## config.mk

```make
export PLATFORM = sky130hd
export DESIGN_NAME = multiplicador_secuencial_param
export DESIGN_NICKNAME = d
export VERILOG_FILES = /design/src/rtl/multiplicador_secuencial_param.sv
export SDC_FILE = /design/constraint.sdc
export NUM_CORES = 1
export LEC_CHECK = 0
export ABC_AREA = 1
export BUFFER_PORTS_ARGS = -buffer_cell sky130_fd_sc_hd__clkbuf_2
export CAP_MARGIN = 30
export CORE_ASPECT_RATIO = 0.8
export CORE_UTILIZATION = 30
export DETAILED_ROUTE_END_ITERATION = 10
export PLACE_DENSITY = 0.47
export SLEW_MARGIN = 20
export SYNTH_ARGS = -nofsm -noshare
export SYNTH_HDL_FRONTEND = slang
export SYNTH_SLANG_ARGS = --single-unit
```

## constraint.sdc

```tcl
create_clock -name clk -period 2.6 [get_ports clk]
set_input_delay 0.13 -clock clk [delete_from_list [all_inputs] [get_ports clk]]
set_output_delay 0.13 -clock clk [all_outputs]
set_load 0.05 [all_outputs]
```

## src/rtl/multiplicador_secuencial_param.sv

```systemverilog
// Sequential shift-add multiplier: WIDTH iterations per product, valid/ready start, one-cycle done pulse.
// Define MULT_SIGNED_EN to honour signed_mode (two's-complement operands and product).
module multiplicador_secuencial_param #(
  parameter int WIDTH = 8
) (
  input  logic               clk,
  input  logic               rst,
  input  logic               valid,
  output logic               ready,
  input  logic [WIDTH-1:0]   a,
  input  logic [WIDTH-1:0]   b,
  input  logic               signed_mode,
  input  logic               abort,
  output logic               busy,
  output logic               done,
  output logic [2*WIDTH-1:0] product
);

  localparam int CNT_W = $clog2(WIDTH);
  localparam int PW    = 2 * WIDTH;
  localparam logic [CNT_W-1:0] CNT_ZERO = {CNT_W{1'b0}};
  localparam logic [CNT_W-1:0] CNT_ONE  = CNT_W'(1);
  localparam logic [CNT_W-1:0] CNT_LAST = CNT_W'(WIDTH - 1);
  localparam logic [PW-1:0]    PW_ZERO  = {PW{1'b0}};

  typedef enum logic [1:0] {
    ST_IDLE = 2'd0,
    ST_MULT = 2'd1,
    ST_DONE = 2'd2
  } state_t;

  state_t           state_r;
  state_t           state_next_s;
  logic [1:0]       rst_sync_r;
  logic             rst_int_n_s;
  logic [CNT_W-1:0] cnt_r;
  logic [PW-1:0]    acc_r;
  logic [PW-1:0]    mcand_r;
  logic [WIDTH-1:0] mplier_r;
  logic             neg_r;
  logic             done_r;
  logic [PW-1:0]    product_r;
  logic [PW-1:0]    acc_next_s;
  logic [PW-1:0]    result_s;
  logic [WIDTH-1:0] mag_a_s;
  logic [WIDTH-1:0] mag_b_s;
  logic             neg_in_s;
  logic             accept_s;
  logic             last_s;

  // Reset synchroniser: assertion reaches the core immediately, release is aligned to clk.
  always_ff @(posedge clk or negedge rst) begin
    if (!rst) begin
      rst_sync_r <= 2'b00;
    end else begin
      rst_sync_r <= {rst_sync_r[0], 1'b1};
    end
  end

  assign rst_int_n_s = rst_sync_r[1];

`ifdef MULT_SIGNED_EN
  localparam logic [WIDTH-1:0] W_ONE  = WIDTH'(1);
  localparam logic [PW-1:0]    PW_ONE = PW'(1);

  function automatic logic [WIDTH-1:0] abs_operand(input logic [WIDTH-1:0] x, input logic is_signed);
    if (is_signed && x[WIDTH-1]) begin
      abs_operand = ~x + W_ONE;
    end else begin
      abs_operand = x;
    end
  endfunction

  function automatic logic [PW-1:0] negate(input logic [PW-1:0] x);
    negate = ~x + PW_ONE;
  endfunction

  // Magnitudes feed the unsigned core; the sign is reapplied when the result is written.
  always_comb begin
    mag_a_s  = abs_operand(a, signed_mode);
    mag_b_s  = abs_operand(b, signed_mode);
    neg_in_s = signed_mode & (a[WIDTH-1] ^ b[WIDTH-1]);
    if (neg_r) begin
      result_s = negate(acc_next_s);
    end else begin
      result_s = acc_next_s;
    end
  end
`else
  logic unused_signed_s;

  // Unsigned-only build: operands pass straight through and the sign flag stays 0.
  always_comb begin
    mag_a_s         = a;
    mag_b_s         = b;
    neg_in_s        = 1'b0;
    result_s        = acc_next_s;
    unused_signed_s = signed_mode ^ neg_r;
  end
`endif

  assign accept_s = valid && (state_r == ST_IDLE);
  assign last_s   = (cnt_r == CNT_LAST);

  // Conditional add of the shifted multiplicand for the current multiplier bit.
  always_comb begin
    if (mplier_r[0]) begin
      acc_next_s = acc_r + mcand_r;
    end else begin
      acc_next_s = acc_r;
    end
  end

  // State register.
  always_ff @(posedge clk or negedge rst_int_n_s) begin
    if (!rst_int_n_s) begin
      state_r <= ST_IDLE;
    end else begin
      state_r <= state_next_s;
    end
  end

  // Next-state decode; abort only matters while iterating.
  always_comb begin
    state_next_s = state_r;
    case (state_r)
      ST_IDLE: begin
        if (valid) begin
          state_next_s = ST_MULT;
        end else begin
          state_next_s = ST_IDLE;
        end
      end
      ST_MULT: begin
        if (abort) begin
          state_next_s = ST_IDLE;
        end else if (last_s) begin
          state_next_s = ST_DONE;
        end else begin
          state_next_s = ST_MULT;
        end
      end
      ST_DONE: begin
        state_next_s = ST_IDLE;
      end
      default: begin
        state_next_s = ST_IDLE;
      end
    endcase
  end

  // Datapath, iteration counter and registered result/done.
  always_ff @(posedge clk or negedge rst_int_n_s) begin
    if (!rst_int_n_s) begin
      cnt_r     <= CNT_ZERO;
      acc_r     <= PW_ZERO;
      mcand_r   <= PW_ZERO;
      mplier_r  <= {WIDTH{1'b0}};
      neg_r     <= 1'b0;
      done_r    <= 1'b0;
      product_r <= PW_ZERO;
    end else begin
      done_r <= 1'b0;
      case (state_r)
        ST_IDLE: begin
          if (accept_s) begin
            cnt_r     <= CNT_ZERO;
            acc_r     <= PW_ZERO;
            mcand_r   <= {{WIDTH{1'b0}}, mag_a_s};
            mplier_r  <= mag_b_s;
            neg_r     <= neg_in_s;
            product_r <= PW_ZERO;
          end else begin
            cnt_r <= cnt_r;
          end
        end
        ST_MULT: begin
          if (abort) begin
            product_r <= PW_ZERO;
          end else begin
            acc_r    <= acc_next_s;
            mcand_r  <= mcand_r << 1;
            mplier_r <= mplier_r >> 1;
            // Counter parks on the last index instead of wrapping.
            if (last_s) begin
              product_r <= result_s;
              done_r    <= 1'b1;
            end else begin
              cnt_r <= cnt_r + CNT_ONE;
            end
          end
        end
        ST_DONE: begin
          done_r <= 1'b0;
        end
        default: begin
          done_r <= 1'b0;
        end
      endcase
    end
  end

  assign ready   = (state_r == ST_IDLE);
  assign busy    = (state_r == ST_MULT) || (state_r == ST_DONE);
  assign done    = done_r;
  assign product = product_r;

endmodule
```

# [After elaboration in Yosys (flattened, before gate mapping)]
# Cells that the tools add are included.
[totals] latchBits=0 elab_cells=48 n_memories=0 mem_bits_rw=0 romBits=0 ff_bits=64 output_inout_bits=19
[op_classes] muxes=24 n_eq_ne=7 order_cmp=0 n_reduce_logical=7 mul=0 shift=0 div_mod_pow=0 bitwise_logic=0 n_addsub=2
[op_table] cell="16-bit 2-to-1 mux" n=7
[op_table] cell="16-bit one-hot mux with 2 select lines" n=3
[op_table] cell="16-bit adder" n=1
[op_table] cell="8-bit 2-to-1 mux" n=2
[op_table] cell="8-bit one-hot mux with 2 select lines" n=1
[op_table] cell="3-bit 2-to-1 mux" n=3
[op_table] cell="3-bit one-hot mux with 2 select lines" n=1
[op_table] cell="3-bit AND reduction" n=2
[op_table] cell="1-bit 2-to-1 mux" n=4
[op_table] cell="2-bit 2-to-1 mux" n=2
[op_table] cell="2-bit != test (second input constant)" n=2
[op_table] cell="2-bit one-hot mux with 2 select lines" n=1
[op_table] cell="4-bit AND reduction" n=1
[op_table] cell="3-bit by 1-bit adder with 3-bit output (second input constant)" n=1
[op_table] cell="3-bit equality test (second input constant)" n=1
[op_table] cell="3-bit != test (second input constant)" n=1
[op_table] cell="2-bit by 1-bit equality test with 1-bit output (second input constant)" n=1
[op_table] cell="2-bit equality test (second input constant)" n=1
[op_table] cell="2-bit logical NOT" n=1
[op_table] cell="2-bit by 1-bit != test with 1-bit output (second input constant)" n=1
[op_table] cell="2-bit nonzero test" n=1
[op_table] cell="1-bit logical AND" n=1
[op_table] cell="1-bit logical OR" n=1

# [Longest topological paths before layout]
[depth] depth_word=5 mapped_depth=12

# [Worst setup path before layout]
# No wires, ideal clock.
[synth_timing] path_type="flip-flop to flip-flop" from="reg state_r[0]" to="reg mplier_r[4]" path_buffers=2 path_slack_ns=0.698 arrival_ns=1.776 stages_incl_launch_ff=10 cell_sequence="dfrtp_1 inv_1 ha_1 nand2_1 o21ai_4 nand2_4 inv_2 buf_4 buf_6 a31oi_1"
[synth_via] elab_chain_cells=4
[synth_lines] element="from (decl)" line="32" rtl="state_t state_r;"
[synth_lines] element="from (signal assigned)" line="119" rtl="state_r <= state_next_s;"
[synth_lines] element="2-bit logical NOT (*)"
[synth_lines] element="named net ready" line="9" rtl="output logic ready,"
[synth_lines] element="1-bit logical AND" line="102" rtl="assign accept_s = valid && (state_r == ST_IDLE);"
[synth_lines] element="2-bit by 1-bit != test with 1-bit output (no source line)"
[synth_lines] element="3-bit AND reduction (no source line)"
[synth_lines] element="to (signal assigned)" line="158" rtl="mplier_r <= {WIDTH{1'b0}};"
[synth_lines] element="to (signal assigned)" line="170" rtl="mplier_r <= mag_b_s;"
[synth_lines] element="to (signal assigned)" line="183" rtl="mplier_r <= mplier_r >> 1;"
[synth_lines] element="to (decl)" line="39" rtl="logic [WIDTH-1:0] mplier_r;"
# The timed path passes the listed nets; every way through them passes the cells marked *.
# A chain may end at the register's enable or synchronous reset.

# [Worst setup path in the final report]
[layout_timing] from="reg acc_r[0]" to="reg acc_r[8]"
[layout_via] elab_chain_cells=4
[layout_lines] element="from (decl)" line="37" rtl="logic [PW-1:0] acc_r;"
[layout_lines] element="from (signal assigned)" line="181" rtl="acc_r <= acc_next_s;"
[layout_lines] element="16-bit adder" line="108" rtl="acc_next_s = acc_r + mcand_r;"
[layout_lines] element="16-bit 2-to-1 mux" line="107" rtl="if (mplier_r[0]) begin"
[layout_lines] element="16-bit 2-to-1 mux" line="178" rtl="if (abort) begin"
[layout_lines] element="16-bit one-hot mux with 2 select lines" line="164" rtl="case (state_r)"
# Every way passes these cells. The select of a mux whose other input is x is not followed.

==> out/results.ini <==
[run_status]
status = finished, final reports clean

[floorplan]
die_area_um2 = 13000
initial_core_util = 0.308
die_h_um = 102
rows = 36
die_x_um = 127
ios = 40
core_um2 = 12200

[timing]
rsz0062_at_grt = false
hold_viol = 0
max-slew-margin-rel = 0.571
tightest_slew_ns = 0.643
fin_skew_ns = 0.00766
period_share = 0.819
final-max-slew-violation-count = 0
setup_viol = 0
period_minus_slack_ns = 2.13
setup-tns-final_ns = 0
fmax_mhz = 469
fin_hold_ws_ns = 0.0347

[setup_path]
crit_buf_inv = 2
cpLargestDelayFamily = simple AND/OR/NAND/NOR gates
worstSetupStartpointType = flop
cp.required_ns = 2.86
cp_slowest_cell = dfrtp_1
path_class = reg -> reg
critPathMaxStageDelay_ns = 0.38
end_kind = flop
arrival_ns = 2.39
critical_path.most_common_cell = nand3_1
critPathMaxFanout = 4
path_cells = ha_1 -> inv_1 -> fa_1 -> inv_1 -> nand3_1 -> nand3_1 -> a21oi_1 -> or2_2 -> nand3_1 -> nand3_1 -> nand2_1

[cts]
cts.path.max_buffers = 2
cts_resized = 0
cts_max_level = 3
clk_latency_ns = 0.33
cts_root_buffer = clkbuf_16
clock-sinks = 64
tritoncts = done
clk_pin_slew_ns = 0.06
cts_setup_buffers = 0
cts_buffers = 9
ctsHoldBuffers = 1

[cells_and_area]
diodes = 0
area_growth_pct = 19.4
fill_cells = 1287
drive_gt1_frac = 0.131
final_cell_mix = nand2_1 (161), inv_1 (69), dfrtp_1 (63), nand3_1 (48), nor2_1 (41)
layout_commonest_cell = nand2_1
nNetsFinal = 586

[synth]
ys_ff_latch = 64
ys.warnings.count = 0
netlist_area_um2 = 3750
async_reset_ff_frac = 1.00
synth-seq-area-share = 0.427
synth_nets = 548
syn_avg_cell_area_um2 = 7.40
ys_types = 32
synth-edff-count = 0
syn_inst = 507
synth_top_flop_cell = dfrtp_1

[global_route]
grt_max_degree = 40
antenna_found_initial = 0
grt_pass1_vias = 3131
gr-usage-all-layers = 0.162
grt_pass1_wl_um = 16000
grt_remaining_overflow = 0

[placement]
io_buffers = 38
gp_congestion = 0.851
hpwl_um = 6970

[pwr]
p_leak_nw = 2.37
ir_drop_mv = 0.522
p_per_area_nw_per_um2 = 1160

[routing]
route.vias.total = 3282
drtAntennaViolNets = 0
dr.pass1.iters = 4
drc = 0
via_per_inst = 4.55
wl_per_cell_um = 13.2
drt_iter0_markers = 197
totalWireLength_um = 9510

[worst_hold_path]
hp-class = in -> reg

[flow_run]
cap_violations = 0

## power breakdown
| group | internal (mW) | switching (mW) | leakage (nW) |
|---|---|---|---|
| logic | 0.686 | 1.55 | 1.36 |
| clock network | 0.967 | 0.456 | 0.173 |
| registers | 1.32 | 0.243 | 0.835 |
| total | 2.97 | 2.25 | 2.37 |
## Yosys cell counts (all sizes together), types with 2 or more instances
cell type	count	area share
o211ai	9	0.018
or2	2	0.0033
nand2	163	0.17
clkbuf	7	0.0070
nor2	42	0.044
nand4	5	0.0083
ha	19	0.063
inv	72	0.072
buf	10	0.018
o22ai	7	0.012
a21oi	10	0.014
nand3	48	0.064
o31ai	4	0.011
o21ai	28	0.040
dfrtp	64	0.43
nor3	3	0.0040
a31oi	7	0.012
## sequential cells by signal (all words and copies together), names as in the netlist
register,cells
done,1
mcand_r,16
state_r,2
cnt_r,3
product,16
rst_sync_r,2
mplier_r,8
acc_r,16
## routing by layer
metal | part of all wire | wire [um] | track usage | vias up
met4 | 0.0093 | 88 | 0.0549 | 0
li1 | - | - | - | 1703
met1 | 0.56 | 5310 | 0.243 | 1511
met3 | 0.034 | 319 | 0.0340 | 6
met5 | 0 | 0 | 0 | -
met2 | 0.40 | 3790 | 0.231 | 62
## layout make-up
cell class | count | area [um^2] | area share
inverter | 73 | 274 | 0.0611
clock inverter | 6 | 116 | 0.0260
multi-input combinational | 353 | 1790 | 0.398
timing repair buffer | 44 | 250 | 0.0558
clock buffer | 10 | 239 | 0.0533
sequential | 64 | 1600 | 0.358
tap | 171 | 214 | 0.0477
## cell families after synthesis
group,after synthesis,synth area share
and+or+nand+nor,263,0.291
xor gates and xnor gates,1,0.00233
DFF,64,0.427
adders and majority gates,20,0.0687
other,1,0.000999
buffers and inverters,90,0.0977
AOI/OAI and AO/OA,68,0.113
## metrics by stage
step	util	setup slack [ns]	power (mW)	area, um^2	instances
3_5_place_dp	0.337	0.511	3.81	4120	704
3_3_place_gp	0.337	0.558	3.77	4120	704
5_1_grt	0.367	0.283	5.66	4480	721
2_1_floorplan	-	0.686	3.22	3750	507
4_1_cts	0.367	0.494	5.26	4480	721
6_report	0.367	0.470	5.22	4480	721
## worst register-to-register path: stages (launching register included)
cell and delay [ns]:
dfrtp_1 0.38, ha_1 0.23, inv_1 0.07, fa_1 0.37, inv_1 0.12, nand3_1 0.10, nand3_1 0.14, a21oi_1 0.10
or2_2 0.28, nand3_1 0.11, nand3_1 0.08, nand2_1 0.08
## worst paths after layout
check / slack (ns) / cells after the start / start / end
max in group asynchronous: 1.68 / 1 / rst_sync_r[1]$_DFF_PN0_ / mcand_r[5]$_DFFE_PN0P_
setup / recovery: 0.47 / 11 / acc_r[0]$_DFFE_PN0P_ / acc_r[8]$_DFFE_PN0P_
setup reg to reg: 0.47 / 11 / acc_r[0]$_DFFE_PN0P_ / acc_r[8]$_DFFE_PN0P_
min in group asynchronous: 0.12 / 2 / rst / rst_sync_r[0]$_DFF_PN0_
hold / removal: 0.03 / 3 / b[0] / mplier_r[0]$_DFFE_PN0P_
hold reg to reg: 0.30 / 0 / rst_sync_r[1]$_DFF_PN0_ / product[13]$_DFFE_PN0P_
Power figures use the tool's default switching activity.
